--- config.mk ---
export PLATFORM = sky130hd
export DESIGN_NAME = clk_div_prog
export DESIGN_NICKNAME = d
export VERILOG_FILES = /design/src/rtl/clk_div_prog_pkg.sv /design/src/rtl/clk_div_ratio_reg.sv /design/src/rtl/clk_div_prog.sv
export SDC_FILE = /design/constraint.sdc
export NUM_CORES = 1
export LEC_CHECK = 0
export CAP_MARGIN = 20
export CORE_MARGIN = 2
export CORE_UTILIZATION = 50
export CTS_CLUSTER_SIZE = 16
export DETAILED_ROUTE_END_ITERATION = 10
export PLACE_DENSITY = 0.7
export SYNTH_ARGS = -nofsm -noshare
export SYNTH_HDL_FRONTEND = slang
export SYNTH_SLANG_ARGS = --single-unit
export TNS_END_PERCENT = 100
--- constraint.sdc ---
create_clock -name clk_100mhz -period 4.3 [get_ports clk_100mhz]
set_input_delay 0.86 -clock clk_100mhz [delete_from_list [all_inputs] [get_ports clk_100mhz]]
set_output_delay 0.86 -clock clk_100mhz [all_outputs]
set_load 0.01 [all_outputs]
--- src/rtl/clk_div_prog_pkg.sv ---
// Shared definitions for the programmable clock divider: FSM encoding and default sizing.
// Used by clk_div_prog and clk_div_ratio_reg.
package clk_div_prog_pkg;

  localparam int unsigned DEF_WIDTH      = 16;
  localparam int unsigned DEF_RESET_HALF = 1;

  typedef enum logic [1:0] {
    ST_IDLE = 2'd0,
    ST_RUN  = 2'd1,
    ST_STOP = 2'd2
  } state_e;

endpackage

--- src/rtl/clk_div_ratio_reg.sv ---
// Pending/active half-period registers: captures div_half loads, promotes the pending
// value to active when the divider allows it, and pulses load_ack on promotion.
module clk_div_ratio_reg
  import clk_div_prog_pkg::*;
#(
  parameter int unsigned WIDTH      = DEF_WIDTH,
  parameter int unsigned RESET_HALF = DEF_RESET_HALF
) (
  input  logic             clk,
  input  logic             rst_n,
  input  logic             i_load,
  input  logic [WIDTH-1:0] i_half,
  input  logic             i_apply_ok,
  output logic [WIDTH-1:0] o_active_half,
  output logic             o_load_ack
);

  localparam logic [WIDTH-1:0] RESET_ACTIVE = (RESET_HALF == 0) ? WIDTH'(1) : WIDTH'(RESET_HALF);

  logic [WIDTH-1:0] r_pending_half;
  logic             r_pending_valid;
  logic [WIDTH-1:0] r_active_half;
  logic             r_load_ack;
  logic             w_apply;
  logic [WIDTH-1:0] w_half_clamped;

  assign w_apply        = r_pending_valid & i_apply_ok;
  assign w_half_clamped = (i_half == '0) ? WIDTH'(1) : i_half;

  // A load in the same cycle as an apply wins the pending slot for the next boundary.
  always_ff @(posedge clk or negedge rst_n) begin
    if (!rst_n) begin
      r_pending_half  <= WIDTH'(1);
      r_pending_valid <= 1'b0;
      r_active_half   <= RESET_ACTIVE;
      r_load_ack      <= 1'b0;
    end else begin
      r_load_ack <= w_apply;
      if (w_apply) begin
        r_active_half <= r_pending_half;
      end
      if (i_load) begin
        r_pending_half  <= w_half_clamped;
        r_pending_valid <= 1'b1;
      end else if (w_apply) begin
        r_pending_valid <= 1'b0;
      end
    end
  end

  assign o_active_half = r_active_half;
  assign o_load_ack    = r_load_ack;

endmodule

--- src/rtl/clk_div_prog.sv ---
// Programmable clock divider with glitch-free stop. Optional macro CLK_DIV_TICK_EN adds
// a one-cycle tick output coincident with each clk_out rising edge.
module clk_div_prog
  import clk_div_prog_pkg::*;
#(
  parameter int unsigned WIDTH      = DEF_WIDTH,
  parameter int unsigned RESET_HALF = DEF_RESET_HALF
) (
  input  logic             clk_100mhz,
  input  logic             rst_n,
  input  logic             en,
  input  logic [WIDTH-1:0] div_half,
  input  logic             div_load,
  output logic             clk_out,
  output logic             load_ack,
  output logic             running
`ifdef CLK_DIV_TICK_EN
  ,
  output logic             tick
`endif
);

  state_e           r_state;
  state_e           w_next_state;
  logic [WIDTH-1:0] r_cnt;
  logic [WIDTH-1:0] w_cnt_nxt;
  logic             r_clk_out;
  logic             w_clk_out_nxt;
  logic             r_running;
  logic [WIDTH-1:0] w_active_half;
  logic             w_boundary;
  logic             w_apply_ok;

  assign w_boundary = (r_state != ST_IDLE) && (r_cnt == (w_active_half - WIDTH'(1)));
  assign w_apply_ok = (r_state == ST_IDLE) || w_boundary;

  clk_div_ratio_reg #(
    .WIDTH      (WIDTH),
    .RESET_HALF (RESET_HALF)
  ) u_ratio (
    .clk           (clk_100mhz),
    .rst_n         (rst_n),
    .i_load        (div_load),
    .i_half        (div_half),
    .i_apply_ok    (w_apply_ok),
    .o_active_half (w_active_half),
    .o_load_ack    (load_ack)
  );

  // Next-state, counter and clock level; a stop request only ever ends at a phase boundary.
  always_comb begin
    w_next_state  = r_state;
    w_cnt_nxt     = r_cnt;
    w_clk_out_nxt = r_clk_out;
    case (r_state)
      ST_IDLE: begin
        w_cnt_nxt     = '0;
        w_clk_out_nxt = 1'b0;
        if (en) begin
          w_next_state = ST_RUN;
        end
      end
      ST_RUN: begin
        if (w_boundary) begin
          w_cnt_nxt = '0;
          if (!r_clk_out) begin
            if (en) begin
              w_clk_out_nxt = 1'b1;
            end else begin
              w_next_state = ST_IDLE;
            end
          end else begin
            w_clk_out_nxt = 1'b0;
            if (!en) begin
              w_next_state = ST_IDLE;
            end
          end
        end else begin
          w_cnt_nxt = r_cnt + WIDTH'(1);
          if (!en && r_clk_out) begin
            w_next_state = ST_STOP;
          end
        end
      end
      ST_STOP: begin
        if (w_boundary) begin
          w_cnt_nxt     = '0;
          w_clk_out_nxt = 1'b0;
          w_next_state  = ST_IDLE;
        end else begin
          w_cnt_nxt = r_cnt + WIDTH'(1);
        end
      end
      default: begin
        w_cnt_nxt     = '0;
        w_clk_out_nxt = 1'b0;
        w_next_state  = ST_IDLE;
      end
    endcase
  end

  always_ff @(posedge clk_100mhz or negedge rst_n) begin
    if (!rst_n) begin
      r_state   <= ST_IDLE;
      r_cnt     <= '0;
      r_clk_out <= 1'b0;
      r_running <= 1'b0;
    end else begin
      r_state   <= w_next_state;
      r_cnt     <= w_cnt_nxt;
      r_clk_out <= w_clk_out_nxt;
      r_running <= (w_next_state != ST_IDLE);
    end
  end

`ifdef CLK_DIV_TICK_EN
  logic r_tick;
  logic w_rise;

  assign w_rise = ~r_clk_out & w_clk_out_nxt;

  always_ff @(posedge clk_100mhz or negedge rst_n) begin
    if (!rst_n) begin
      r_tick <= 1'b0;
    end else begin
      r_tick <= w_rise;
    end
  end

  assign tick = r_tick;
`endif

  assign clk_out = r_clk_out;
  assign running = r_running;

endmodule
==> summary.txt <==
Global routing
  – Total grt overflow: 0
  – Number of global-route vias before repair: 1918
  – Global-route wire length before repair: 8830 microns
  – Initial antenna violation count: 0
  – Total GRT Usage: 0.178
  – Largest net degree at the start of global routing: 55

Yosys
  – Post-Syn Area: 0.00290 sq mm
  – Synthesized instance count: 253
  – Synthesized area per cell: 11.4 sq um
  – Yosys cell types: 48
  – Post-synth ARST share: 1.00
  – Register area share after synthesis: 0.467
  – Post-synth EDFFs: 0
  – Synthesized flop and latch total: 54
  – Main flop type after synthesis: dfrtp_1
  – Warnings from Yosys: 0
  – Syn_nets: 279

Setup path
  – CP Max Fanout: 17
  – Setup crit end kind: flop
  – Worst r2r dst: u_ratio.o_active_half[5]$_DFFE_PN0P_
  – Worst r2r src: u_ratio.o_active_half[1]$_DFFE_PN0P_
  – CP Launch Type: flop
  – Reg2reg path depth: 9
  – Req. time, crit path: 4.51 ns
  – CP arrival: 3.76 ns
  – Flop-to-flop setup slack: 0.74 ns
  – CP Class: reg -> reg

Placed design
  – Port Buf Inserts: 22
  – Placed cell area: 0.00316 sq mm
  – HPWL Detailed: 3780 microns
  – Routability cong.: 0.826

CTS
  – Hold_buf cts: 0
  – Worst-Skew Late Latency: 0.32 ns
  – Clk slew on worst S/H paths: 0.10 ns
  – CTS Buf Count: 5
  – Post-CTS Setup Repair Bufs: 0
  – CTS tree: done
  – Longest Clk Path Bufs: 2
  – Resized Gates After CTS: 0
  – Root Buffer: clkbuf_8
  – H-tree depth: 2
  – CTS Sinks: 54

Power
  – Switching Fraction: 0.226
  – Worst vdd ir: 0.204 mV
  – Clock power share: 0.330
  – Power per standard cell area: 267 mW/mm^2
  – Seq pwr share: 0.613
  – Psw: 196 uW
  – Pleak: 1.41 nW
  – Gate power share: 0.057
  – Internal: 672 uW

Outcome
  – Status: completed

Cells and area
  – Fill cells: 469
  – Nets: 302
  – Area Growth Syn to Fin: 12.1%
  – Layout cells sized above 1: 0.181
  – Multi-input gate area: 0.00146 sq mm
  – Commonest non-fill, non-tap cell in the layout: dfrtp_1
  – Leading cell types in the layout, fill and taps excluded: dfrtp_1 (52), nor2_1 (26), mux2_2 (22)
  – Post-Layout Inst Area: 0.00325 sq mm
  – Register area: 0.00135 sq mm
  – Antenna Cells: 0

Worst hold path
  – Worst hold path type: reg -> reg
  – WHS Endpoint: u_ratio.o_active_half[12]$_DFFE_PN0P_
  – Critical hold path startpoint: u_ratio.r_pending_half[12]$_DFFE_PN0P_
  – WHS Path Cells: 1

Floorplanning
  – Starting Density: 0.523
  – Chip Height: 80.1 microns
  – CORE AREA: 0.00554 sq mm
  – Top-Level Pins: 23
  – DIE AREA: 0.00642 sq mm
  – Die X: 80.1 microns
  – Row count: 27

Route
  – Number of vias per cell: 5.46
  – DRT Pass-1 Iters: 4
  – Initial drt markers: 79
  – # DRC: 0
  – Routed Antenna Nets: 0
  – WL/cell: 14.2 microns
  – Routed vias: 1904
  – WL final: 4970 microns

STA
  – Fmax: 0.281 GHz
  – Skew final: 0.0110 ns
  – Final slew viol count: 0
  – Post-route clock period utilization: 0.827
  – Slew Limit Headroom: 0.486
  – Slew at the pin with the worst max-slew slack: 0.769 ns
  – RSZ-0062 raised after global routing: false
  – Tmin final: 3.56 ns
  – Fin Setup TNS: 0 ns
  – Final Hold Violating Endpoints: 0
  – Fin Hold WS: 0.510 ns
  – Final setup fails: 0

Job
  – Max Cap Viol: 0
[logic make-up (layout without fill, tap and decap cells)]
kind of cell / after synthesis / in the layout / synth area share
and+or+nand+nor: 84 / 84 / 0.159
DFF: 54 / 54 / 0.467
xor gates and xnor gates: 33 / 33 / 0.0998
muxes: 33 / 33 / 0.139
AOI/OAI and AO/OA: 29 / 29 / 0.0816
buffers and inverters: 14 / 38 / 0.0272
adders and majority gates: 6 / 6 / 0.0259
[flip-flops by register name (all words and copies together) (netlist names)]
signal	cells
r_cnt	16
u_ratio.o_active_half	16
u_ratio.r_pending_half	16
r_state	2
clk_out	1
running	1
u_ratio.o_load_ack	1
u_ratio.r_pending_valid	1
[through the flow]
stage          utilization  total power, mW  cells  setup slack (ns)
2_1_floorplan            -            0.557    253              1.18
3_3_place_gp         0.570            0.592    341             0.799
3_5_place_dp         0.570            0.593    341             0.727
4_1_cts              0.586            0.880    349             0.729
5_1_grt              0.586            0.904    349             0.564
6_report             0.586            0.868    349             0.744
[worst max-delay path by stage]
stage,startpoint,to,slack (ns),cells past startpoint
5_1_grt,u_ratio.o_active_half[0]$_DFFE_PN1P_,u_ratio.o_active_half[10]$_DFFE_PN0P_,0.56,9
3_3_place_gp,u_ratio.o_active_half[1]$_DFFE_PN0P_,u_ratio.o_active_half[10]$_DFFE_PN0P_,0.80,9
3_5_place_dp,u_ratio.o_active_half[1]$_DFFE_PN0P_,u_ratio.o_active_half[5]$_DFFE_PN0P_,0.73,9
4_1_cts,u_ratio.o_active_half[1]$_DFFE_PN0P_,u_ratio.o_active_half[5]$_DFFE_PN0P_,0.73,9
6_report,u_ratio.o_active_half[1]$_DFFE_PN0P_,u_ratio.o_active_half[5]$_DFFE_PN0P_,0.74,9
2_1_floorplan,u_ratio.o_active_half[1]$_DFFE_PN0P_,u_ratio.o_active_half[11]$_DFFE_PN0P_,1.18,11
[worst max-delay path: stages (launching register included)]
cell,delay (ns)
dfrtp_1,0.42
inv_1,0.07
ha_1,0.23
or4b_1,0.62
nor4_1,0.36
xnor2_1,0.16
a2111oi_4,0.39
nand4_4,0.20
a21boi_4,0.59
mux2_2,0.41
[synth_stat cells (4+ instances only)]
| cell | count | area [sq um] |
|---|---|---|
| dfrtp_1 | 52 | 1300 |
| nor2_1 | 26 | 97.6 |
| mux2_2 | 22 | 248 |
| xnor2_1 | 20 | 175 |
| xor2_1 | 13 | 114 |
| nand3_1 | 12 | 60.1 |
| mux2_4 | 9 | 135 |
| nand2_1 | 9 | 33.8 |
| nor4_1 | 8 | 50.1 |
| inv_1 | 7 | 26.3 |
| and3_1 | 6 | 37.5 |
| ha_1 | 6 | 75.1 |
| or3_1 | 6 | 37.5 |
| o21ai_0 | 5 | 25.0 |
| a21oi_1 | 4 | 20.0 |
[cell type report]
type,instances,share of cell area
inverters,7,0.00809
flip-flops and latches,54,0.417
multi-input cells,185,0.451
clock buffers,6,0.0224
well taps,72,0.0277
repair buffers,23,0.0686
clock inverters,2,0.00539
[per-layer routing]
layer  share of wire  GRT usage  wire [microns]  vias to the layer above
met2            0.45      0.278            2250                       28
li1                -          -               -                      951
met5               0          0               0                        -
met1            0.50      0.249            2480                      917
met4           0.017     0.0627              83                        0
met3           0.030     0.0360             151                        8
[power groups by stage]
stage	clock, mW	sequential, mW	combinational, mW
2_1_floorplan	0	0.538	0.0193
3_3_place_gp	0	0.541	0.0503
3_5_place_dp	0	0.542	0.0513
4_1_cts	0.297	0.532	0.0513
5_1_grt	0.314	0.534	0.0558
6_report	0.287	0.531	0.0496
No activity file was read; power rests on OpenSTA's default activity.
